<file path="src/rtl/pc_branch_ctrl.sv">
// rtl/pc_branch_ctrl.sv - program counter, branch-target LUT and run/halt sequencing
module pc_branch_ctrl #(
  parameter int PC_W   = 10,
  parameter int LUT_AW = 4
) (
  input  logic              clk_i,
  input  logic              reset_i,
  input  logic              start_i,
  input  logic              halt_i,
  input  logic              branch_en_i,
  input  logic              branch_on_zero_i,
  input  logic              zero_flag_i,
  input  logic              overflow_in_i,
  input  logic              ovf_we_i,
  input  logic [LUT_AW-1:0] target_sel_i,
  input  logic              lut_we_i,
  input  logic [LUT_AW-1:0] lut_addr_i,
  input  logic [PC_W-1:0]   lut_data_i,
  output logic [PC_W-1:0]   pc_o,
  output logic              running_o,
  output logic              done_o,
  output logic              err_o,
  output logic              ovf_flag_o
);

  localparam int LUT_N = 1 << LUT_AW;
  localparam logic [PC_W-1:0] PC_MAX = '1;

  typedef enum logic [1:0] {
    S_IDLE   = 2'd0,
    S_RUN    = 2'd1,
    S_HALTED = 2'd2
  } state_e;

  state_e            state_q;
  logic [PC_W-1:0]   pc_q;
  logic              running_q;
  logic              done_q;
  logic              err_q;
  logic              ovf_q;
  logic [PC_W-1:0]   lut_q [LUT_N];

  logic              taken;
  logic              lut_wr_ok;
  logic [PC_W-1:0]   lut_rd;

  assign taken     = branch_en_i & (zero_flag_i == branch_on_zero_i);
  assign lut_wr_ok = lut_we_i & ((state_q == S_IDLE) | (state_q == S_HALTED));
  // Read sees the pre-edge contents, so a same-cycle write is not forwarded.
  assign lut_rd    = lut_q[target_sel_i];

  always_ff @(posedge clk_i) begin
    if (reset_i) begin
      state_q   <= S_IDLE;
      pc_q      <= '0;
      running_q <= 1'b0;
      done_q    <= 1'b0;
      err_q     <= 1'b0;
      ovf_q     <= 1'b0;
      for (int i = 0; i < LUT_N; i++) lut_q[i] <= '0;
    end else begin
      if (lut_wr_ok) lut_q[lut_addr_i] <= lut_data_i;

      case (state_q)
        S_IDLE: begin
          pc_q      <= '0;
          running_q <= 1'b0;
          done_q    <= 1'b0;
          if (start_i) begin
            state_q   <= S_RUN;
            running_q <= 1'b1;
            err_q     <= 1'b0;
            ovf_q     <= 1'b0;
          end
        end

        S_RUN: begin
          if (ovf_we_i) ovf_q <= overflow_in_i;
          if (halt_i) begin
            state_q   <= S_HALTED;
            running_q <= 1'b0;
            done_q    <= 1'b1;
          end else if (taken) begin
            pc_q <= lut_rd;
          end else if (pc_q == PC_MAX) begin
            // Overrun stops the core rather than wrapping to 0.
            state_q   <= S_HALTED;
            running_q <= 1'b0;
            done_q    <= 1'b1;
            err_q     <= 1'b1;
          end else begin
            pc_q <= pc_q + 1'b1;
          end
        end

        S_HALTED: begin
          if (start_i) begin
            state_q   <= S_RUN;
            pc_q      <= '0;
            running_q <= 1'b1;
            done_q    <= 1'b0;
            err_q     <= 1'b0;
            ovf_q     <= 1'b0;
          end
        end

        default: begin
          state_q   <= S_IDLE;
          pc_q      <= '0;
          running_q <= 1'b0;
          done_q    <= 1'b0;
          err_q     <= 1'b0;
          ovf_q     <= 1'b0;
        end
      endcase
    end
  end

  assign pc_o       = pc_q;
  assign running_o  = running_q;
  assign done_o     = done_q;
  assign err_o      = err_q;
  assign ovf_flag_o = ovf_q;

endmodule

</file>
<file path="config.mk">
export PLATFORM = sky130hd
export DESIGN_NAME = pc_branch_ctrl
export DESIGN_NICKNAME = d
export VERILOG_FILES = /design/src/rtl/pc_branch_ctrl.sv
export SDC_FILE = /design/constraint.sdc
export NUM_CORES = 1
export LEC_CHECK = 0
export CAP_MARGIN = 20
export CORE_MARGIN = 4
export CORE_UTILIZATION = 50
export CTS_BUF_LIST = sky130_fd_sc_hd__clkbuf_8
export DETAILED_ROUTE_END_ITERATION = 12
export PLACE_DENSITY_LB_ADDON = 0.25
export SYNTH_ARGS = -nofsm -noshare
export SYNTH_HDL_FRONTEND = slang
export SYNTH_SLANG_ARGS = --single-unit
</file>
<file path="constraint.sdc">
create_clock -name clk_i -period 2.5 [get_ports clk_i]
set_input_delay 0.375 -clock clk_i [delete_from_list [all_inputs] [get_ports clk_i]]
set_output_delay 0.375 -clock clk_i [all_outputs]
set_load 0.03 [all_outputs]
</file>
==> results by group, run 1 <==
Floorplan
  – Chip height: 136.2 microns
  – Die area: 0.01855 sq mm
  – Row Count: 46
  – Top-level port count: 42
  – Std-Cell Core Area: 0.01600 sq mm
  – Starting density of the core: 0.5135
  – Die extent in x: 136.2 microns

Clock tree
  – TritonCTS sink count: 176
  – Hold-fix buffers, CTS: 0
  – H-tree lvl count: 4
  – Post-CTS resize count: 0
  – Clock root buffer: clkbuf_8
  – Clk pin slew, worst setup/hold paths: 0.09 ns
  – CTS tree: yes
  – Clock insertion delay at the later pin of the skew report: 0.47 ns
  – Number of CTS-inserted buffers: 17
  – Number of buffers added for setup after CTS: 0
  – CTS Buffer Depth: 2

Critical path
  – Number of cell instances on the worst register-to-register path: 6
  – Kind of capture point of the worst setup path: flip-flop
  – Crit path required time: 2.86 ns
  – Arrival time at the worst endpoint: 2.67 ns
  – Kind of start point of the critical path: flip-flop
  – Setup slack, reg-to-reg: 0.19 ns
  – Worst Setup SP: pc_o[0]
  – Start of the worst register-to-register path: pc_o[0]
  – Crit Path Class: flip-flop to flip-flop
  – Worst R2R End: pc_o[8]
  – Largest fanout on the critical path: 11
  – Worst Setup EP: pc_o[8]

Global route
  – First-pass GRT wire length: 30240 microns
  – Largest net degree at the start of global routing: 40
  – Met3 Resource Use GR: 0.04515
  – Via count of the first global-routing pass: 5173
  – Number of antenna violations at the first check in global routing: 2
  – Overflow left after global routing: 0
  – Most used routing layer in global routing: met2
  – Total Routing Usage GR: 0.2256
  – Global-route track usage on met2: 0.3778
  – Met1 global-route usage: 0.2913

STA
  – Actual slew at the worst max-slew pin: 0.8185 ns
  – Hold Fails Final Rpt: 0
  – Setup-violating endpoint count in the final report: 0
  – Worst clock skew: 0.01540 ns
  – Worst slew slack as a fraction of its limit: 0.4543
  – Final period util: 0.9245
  – Highest attainable clock frequency: 0.4327 GHz
  – Pins over their slew limit: 0
  – Accumulated negative setup slack: 0 ns
  – Final Critical Period: 2.311 ns
  – Unrepaired setup endpoints after global routing: false

Finish
  – Flip-flop and latch area: 0.005125 sq mm
  – Multi-input gate area in the final layout: 0.002934 sq mm
  – Count of placed standard cells in the final layout, fillers left out: 873
  – Final nets: 673
  – Filler Cell Count: 1290
  – Layout overhead on the synthesized area: 16.45%
  – Diodes inserted: 0
  – Cell area after layout: 0.009567 sq mm
  – Fraction of layout instances using a drive strength above 1: 0.1887

Place
  – Count of buffers inserted at the top-level ports: 41
  – Final HPWL from detailed placement: 13330 microns
  – Number of placed instances with taps included: 841
  – Gpl congestion: 0.8841
  – Placed standard-cell area: 0.009112 sq mm

Route
  – First-pass iteration count of the detailed router: 5
  – DR WL/cell: 22.32 microns
  – Vias per inst: 5.785
  – DRC violations left: 0
  – Number of violations reported at the end of detailed-routing iteration 0: 426
  – Total wire length: 19490 microns
  – Remaining number of nets flagged by the antenna check after routing: 0
  – Vias: 5050

Pwr
  – Leakage power: 0.003437 uW
  – Total design power: 6079 uW
  – Power per cell area: 635.5 mW/mm^2
  – Maximum resistive drop on vdd: 0.0003308 V

Logic synthesis
  – Synthesis-stage register bit count: 176
  – Number of flops mapped to enable cells by yosys: 160
  – Commonest cells in the synthesized netlist: and2_1, edfxtp_1, mux4_2
  – Post-synth top area cell: edfxtp_1
  – Sequential-to-total area share from yosys stat: 0.6238
  – Syn_area_per_cell: 14.44 sq um
  – Post-synthesis instance area: 0.008215 sq mm
  – Distinct cell type count of the synthesized netlist: 40
  – Top area cells in the synthesized netlist: edfxtp_1, and2_1, mux4_2
  – Net count after synthesis: 598
  – Top flip-flop cell by instance count after synthesis: edfxtp_1
  – Most frequent cell after synthesis: and2_1
  – Proportion of register bits with asynchronous set or reset after synthesis: 0
  – Number of instances in the synthesized netlist: 569
  – Warnings from Yosys: 0
  – Fraction of post-synthesis cell area in the top cell type by area: 0.5848

Hold path
  – Hold WC Path Type: flip-flop to flip-flop

Job
  – Max-cap viol count: 0

Status
  – Status: finished, final reports clean
[stage by stage]
step	util	hold slack [ns]	setup WS [ns]
2_1_floorplan	-	0.5269	0.2896
3_3_place_gp	0.5695	0.4471	0.03345
3_5_place_dp	0.5695	0.4572	0.06695
4_1_cts	0.5979	0.4706	0.2205
5_1_grt	0.5979	0.4856	0.03065
6_report	0.5979	0.4640	0.1887
[power by group]
group	switching [uW]	internal (uW)
logic	291	230
clock network	1070	1130
registers	36.9	3320
total	1400	4680
[worst min-delay path by stage]
stage	startpoint	end	slack, ns	depth (start not counted)
3_5_place_dp	done_o	done_o	0.46	2
2_1_floorplan	ovf_we_i	ovf_flag_o	0.53	2
6_report	done_o	done_o	0.46	2
4_1_cts	done_o	done_o	0.47	2
5_1_grt	overflow_in_i	ovf_flag_o	0.49	3
3_3_place_gp	done_o	done_o	0.45	2
[state kept, by name, summed over array words and instances, names as in the netlist]
register / count
done_o: 1
pc_o: 10
running_o: 1
lut_q: 160
ovf_flag_o: 1
err_o: 1
state_q: 2
[routing by layer]
layer / share of wire / wire (microns)
met4: 0.025 / 482
met3: 0.061 / 1192
met2: 0.50 / 9648
met1: 0.42 / 8137
met5: 0.0014 / 27
[kinds of logic after synthesis]
group / count (synthesis) / synth area share
simple gates: 251 / 0.1747
flops: 176 / 0.6238
compound gates: 54 / 0.04082
mux: 53 / 0.1391
buf+inv: 33 / 0.01904
xor+xnor: 1 / 0.001066
fa+ha+maj: 1 / 0.001523
[cell type report]
type / instances / area share
Sequential cell: 176 / 0.5357
Multi-Input combinational cell: 360 / 0.3067
Timing Repair Buffer: 85 / 0.08030
Tap cell: 216 / 0.02825
Clock buffer: 18 / 0.02590
Clock inverter: 14 / 0.02158
Inverter: 4 / 0.001569
[critical path, stage by stage (launching register included)]
cell and delay, ns:
dfxtp_1 0.46, ha_1 0.26, nand3_1 0.25, a2111oi_2 0.47, o2bb2ai_1 0.43, o21ai_0 0.19, o311ai_0 0.14
[cells in the final DEF, fill, tap and decap left out, types with 9 or more instances in the layout]
master	netlist	routed
mux4_1	9	9
and2_1	161	161
clkbuf_8	0	18
mux4_2	37	37
nand2_1	20	20
o21ai_0	31	31
buf_4	1	41
clkdlybuf4s50_1	0	39
nor3_1	14	14
dfxtp_1	16	16
edfxtp_1	160	160
nor2_1	27	27
(Power assumes the default switching activity.)
==> run 2: changes to the inputs <==
--- a/config.mk
+++ b/config.mk
@@ -6,6 +6,7 @@
 export NUM_CORES = 1
 export LEC_CHECK = 0
 export CAP_MARGIN = 20
+export CORE_ASPECT_RATIO = 0.8
 export CORE_MARGIN = 4
 export CORE_UTILIZATION = 50
 export CTS_BUF_LIST = sky130_fd_sc_hd__clkbuf_8
==> run 2 against run 1 <==
Non-clock buffer count rose by 2. Global-route usage shrank 0.12 points. Wire length about the same. Combinational power grew 0.8%. Sequential share of layout area increased by 0.81 points. Sequential cell count unchanged. Die area about the same. Via count decreased by 1.1%.
==> results by group, run 2 (synthesis gave the netlist of run 1 again) <==
Finish
  – Final nets: 675
  – Biggest register: lut_q
  – Count of placed standard cells in the final layout, fillers left out: 873
  – Most frequent cells in the layout: and2_1, edfxtp_1, buf_4, clkdlybuf4s50_1, mux4_2
  – Diodes inserted: 0
  – Cell area after layout: 0.009424 sq mm
  – Number of flip-flops in the largest register: 160
  – Fraction of layout instances using a drive strength above 1: 0.1763
  – Most common cell after layout, fill and taps aside: and2_1
  – Layout overhead on the synthesized area: 14.71%

Route
  – Vias per inst: 5.718
  – Remaining number of nets flagged by the antenna check after routing: 0
  – Number of violations reported at the end of detailed-routing iteration 0: 498
  – DRC violations left: 0
  – First-pass iteration count of the detailed router: 5
  – Total wire length: 19480 microns
  – Vias: 4992
  – DR WL/cell: 22.31 microns

Clock tree
  – Number of CTS-inserted buffers: 17
  – TritonCTS sink count: 176
  – Post-CTS resize count: 0
  – Clock insertion delay at the later pin of the skew report: 0.45 ns
  – CTS Buffer Depth: 2
  – Hold-fix buffers, CTS: 0
  – H-tree lvl count: 4
  – Clk pin slew, worst setup/hold paths: 0.09 ns
  – CTS tree: yes
  – Clock root buffer: clkbuf_8
  – Number of buffers added for setup after CTS: 0

Pwr
  – Leakage power: 0.003397 uW
  – Maximum resistive drop on vdd: 0.0004324 V
  – Power per cell area: 579.5 mW/mm^2

STA
  – Setup-violating endpoint count in the final report: 0
  – Worst slew slack as a fraction of its limit: 0.4750
  – Accumulated negative setup slack: 0 ns
  – Actual slew at the worst max-slew pin: 0.7875 ns
  – Tightest hold margin: 0.4875 ns
  – Highest attainable clock frequency: 0.4480 GHz
  – Pins over their slew limit: 0
  – Final period util: 0.8928
  – Hold Fails Final Rpt: 0
  – Unrepaired setup endpoints after global routing: false
  – Worst clock skew: 0.007170 ns
  – Final Critical Period: 2.232 ns

Global route
  – First-pass GRT wire length: 29790 microns
  – Overflow left after global routing: 0
  – Number of antenna violations at the first check in global routing: 0
  – Via count of the first global-routing pass: 5034
  – Largest net degree at the start of global routing: 40
  – Total Routing Usage GR: 0.2244

Critical path
  – Crit path required time: 2.85 ns
  – Slowest CP cell: a2111oi_2
  – Kind of start point of the critical path: flip-flop
  – Largest fanout on the critical path: 11
  – Number of cell instances on the worst register-to-register path: 6
  – Setup slack, reg-to-reg: 0.27 ns
  – Kind of capture point of the worst setup path: flip-flop
  – Largest stage delay on the critical path: 0.45 ns
  – Critical path cell sequence: ha_1 > nand3_1 > a2111oi_2 > o2bb2ai_1 > o21ai_0 > o311ai_0
  – Crit Path Class: flip-flop to flip-flop
  – Arrival time at the worst endpoint: 2.58 ns

Place
  – Gpl congestion: 0.8970
  – Number of placed instances with taps included: 842
  – Count of buffers inserted at the top-level ports: 41
  – Final HPWL from detailed placement: 13270 microns
  – Placed standard-cell area: 0.009126 sq mm

Floorplan
  – Chip height: 122.7 microns
  – Top-level port count: 42
  – Die extent in x: 151.3 microns
  – Std-Cell Core Area: 0.01595 sq mm
  – Row Count: 41
  – Die area: 0.01856 sq mm
  – Starting density of the core: 0.5149

Job
  – Max-cap viol count: 0

Hold path
  – Hold WC Path Type: flip-flop to flip-flop
  – Worst hold path depth: 2

Status
  – Status: finished, final reports clean
==> run 2: cell count changes in the layout (fill, tap and decap cells not counted), sizes merged <==
cell / delta
clkinvlp: -1
buf: +2
clkinv: +2
clkbuf: -1
inv: +3
bufinv: -4
==> run 2: final timing paths <==
path	startpoint	endpoint
hold reg to reg	ovf_flag_o	ovf_flag_o
hold / removal	ovf_flag_o	ovf_flag_o
setup reg to reg	pc_o[0]	pc_o[8]
setup / recovery	pc_o[0]	pc_o[8]
==> run 2: cell type report <==
cell class | instances | area (sq um)
inverter | 4 | 15.01
clock buffer | 17 | 234.0
tap | 215 | 269.0
timing repair buffer | 87 | 783.3
fill | 1235 | 6530
sequential | 176 | 5125
clock inverter | 14 | 63.81
multi-input combinational | 360 | 2934
==> run 2: metal layers <==
layer,track usage,routed length [microns]
met1,0.3228,8355
met2,0.3472,9360
met3,0.04799,1441
met4,0.06908,322
met5,0,0
==> run 2: metrics by stage <==
step | total power (uW) | worst slack, ns | util
2_1_floorplan | 3702 | 0.2896 | -
3_3_place_gp | 3931 | -0.01878 | 0.5720
3_5_place_dp | 3948 | -0.03295 | 0.5720
4_1_cts | 5496 | 0.2570 | 0.5907
5_1_grt | 5658 | 0.03178 | 0.5907
6_report | 5461 | 0.2680 | 0.5907
==> run 2: report_power, final <==
group | internal, uW | switching [uW] | total [uW] | leakage [uW]
clock network | 641 | 943 | 1580 | 0.000167
logic | 231 | 294 | 525 | 0.00148
registers | 3320 | 36.1 | 3350 | 0.00175
total | 4190 | 1270 | 5460 | 0.00340
==> run 2: critical path: cells and delay by family, from the launching register on <==
kind,cells,cell delay [ns]
simple gates,1,0.26
flops,1,0.42
compound gates,4,1.18
fa+ha+maj,1,0.26
==> run 3: changes to the inputs <==
--- a/config.mk
+++ b/config.mk
@@ -8,7 +8,7 @@
 export CAP_MARGIN = 20
 export CORE_ASPECT_RATIO = 0.8
 export CORE_MARGIN = 4
-export CORE_UTILIZATION = 50
+export CORE_UTILIZATION = 25
 export CTS_BUF_LIST = sky130_fd_sc_hd__clkbuf_8
 export DETAILED_ROUTE_END_ITERATION = 12
 export PLACE_DENSITY_LB_ADDON = 0.25
==> run 3 against run 2 <==
Via count is 1.9% lower. Wire length grew 12%. Sequential share of layout area down 1.8 points. Critical path type unchanged. Largest power group unchanged.
==> results by group, run 3 (synthesis gave the netlist of run 1 again) <==
Status
  – Status: finished, final reports clean

Job
  – Max-cap viol count: 0

Clock tree
  – Number of CTS-inserted buffers: 17
  – Clk pin slew, worst setup/hold paths: 0.10 ns
  – H-tree lvl count: 4
  – Clock insertion delay at the later pin of the skew report: 0.47 ns
  – CTS Buffer Depth: 2
  – CTS tree: yes
  – Number of buffers added for setup after CTS: 0
  – Clock root buffer: clkbuf_8
  – TritonCTS sink count: 176

Global route
  – Overflow left after global routing: 0
  – Largest net degree at the start of global routing: 26
  – First-pass GRT wire length: 32480 microns
  – Via count of the first global-routing pass: 4997
  – Number of antenna violations at the first check in global routing: 3
  – Total Routing Usage GR: 0.1236

Route
  – Vias per inst: 4.547
  – DR WL/cell: 20.18 microns
  – Total wire length: 21730 microns
  – First-pass iteration count of the detailed router: 6
  – Remaining number of nets flagged by the antenna check after routing: 0
  – Vias: 4897
  – DRC violations left: 0
  – Number of violations reported at the end of detailed-routing iteration 0: 509

Finish
  – Most common cell after layout, fill and taps aside: and2_1
  – Final core area utilization: 0.3002
  – Count of placed standard cells in the final layout, fillers left out: 1077
  – Biggest register: lut_q
  – Final nets: 666
  – Fraction of layout instances using a drive strength above 1: 0.1800
  – Diodes inserted: 0
  – Layout overhead on the synthesized area: 18.67%
  – Number of flip-flops in the largest register: 160
  – Most frequent cells in the layout: and2_1, edfxtp_1, clkdlybuf4s50_1, mux4_2, buf_4

STA
  – Pins over their slew limit: 0
  – Actual slew at the worst max-slew pin: 0.7904 ns
  – Accumulated negative setup slack: 0 ns
  – Worst slew slack as a fraction of its limit: 0.4714
  – Worst clock skew: 0.01049 ns
  – Final period util: 0.8486
  – Hold Fails Final Rpt: 0
  – Tightest hold margin: 0.4743 ns
  – Unrepaired setup endpoints after global routing: false
  – Setup-violating endpoint count in the final report: 0
  – Setup slack after layout: 0.3786 ns
  – Highest attainable clock frequency: 0.4714 GHz
  – Final Critical Period: 2.121 ns

Pwr
  – Fraction of power consumed by sequential logic: 0.560
  – Power per cell area: 614.2 mW/mm^2
  – Switching share of power: 0.2408
  – Leakage power: 0.003391 uW
  – P_int: 4546 uW
  – Maximum resistive drop on vdd: 0.0003071 V
  – Net Sw Power: 1442 uW
  – Gate power share: 0.090
  – Clk network pwr share: 0.350

Floorplan
  – Die extent in x: 210.7 microns
  – Row Count: 59
  – Top-level port count: 42
  – Std-Cell Core Area: 0.03248 sq mm
  – Starting density of the core: 0.2529
  – Chip height: 170.1 microns
  – Die area: 0.03584 sq mm

Place
  – Pre-CTS setup slack: 0.09469 ns
  – Count of buffers inserted at the top-level ports: 41
  – Final HPWL from detailed placement: 14930 microns
  – Number of placed instances with taps included: 1045
  – Gpl congestion: 0.8319

Critical path
  – Kind of capture point of the worst setup path: flip-flop
  – Crit path required time: 2.83 ns
  – Crit Path Class: flip-flop to flip-flop
  – Kind of start point of the critical path: flip-flop
  – Arrival time at the worst endpoint: 2.45 ns
  – Largest fanout on the critical path: 7

Hold path
  – Hold WC Path Type: flip-flop to flip-flop
run 3: changes by cell type in the layout (fill, tap and decap cells not counted):
| cell | delta |
|---|---|
| buf_4 | -9 |
| bufinv_16 | +3 |
| clkinv_1 | -3 |
| clkinv_2 | -2 |
| clkinv_4 | +3 |
| clkinvlp_4 | +1 |
| inv_1 | -5 |
| inv_6 | +3 |
| inv_8 | +1 |
| o2bb2ai_1 | -1 |
| o2bb2ai_2 | +1 |
run 3: power by group through the flow:
stage                     sequential [uW]  clock (uW)  combinational, uW
after CTS                            3360        2130                545
after detailed placement             3420           0                543
after global placement               3420           0                538
final                                3350        2100                538
after global routing                 3370        2250                573
after floorplan                      3410           0                289
run 3: layer usage:
layer / vias up / wire (microns) / GRT usage
li1: 2261 / - / -
met1: 2477 / 9747 / 0.1660
met2: 128 / 10630 / 0.2049
met3: 29 / 966 / 0.02433
met4: 2 / 374 / 0.03578
met5: - / 12 / 0
run 3: final timing paths:
path         startpoint      end  slack (ns)  depth (start not counted)
max             pc_o[0]  pc_o[8]        0.38                          6
min              done_o   done_o        0.47                          2
max reg2reg     pc_o[0]  pc_o[8]        0.38                          6
min reg2reg      done_o   done_o        0.47                          2
run 3: worst max-delay path, cell delays in order, from the launching register on:
cell,delay [ns]
dfxtp_1,0.44
ha_1,0.23
nand3_1,0.22
nor3_1,0.29
nand2_1,0.10
o21ai_0,0.51
o311ai_0,0.20
run 3: metrics by stage:
| stage | area (sq um) | power [uW] |
|---|---|---|
| 3_5_place_dp | 9324 | 3966 |
| 6_report | 9749 | 5988 |
| 5_1_grt | 9749 | 6186 |
| 3_3_place_gp | 9324 | 3956 |
| 4_1_cts | 9743 | 6036 |
| 2_1_floorplan | 8215 | 3702 |
run 3: area by class of cell:
type | count | area (sq um)
Multi-Input combinational cell | 360 | 2940
Tap cell | 427 | 534.3
Sequential cell | 176 | 5125
Clock inverter | 15 | 185.2
Fill cell | 3228 | 22730
Timing Repair Buffer | 78 | 715.7
Clock buffer | 17 | 234.0
Inverter | 4 | 15.01
run 3: timing repair:
item / 4_1_cts / 5_1_grt
hold buffers: 0 / 0
setup endpoints to repair: 0 / 1
hold endpoints to repair: 0 / 0
gates resized for setup: 0 / 1
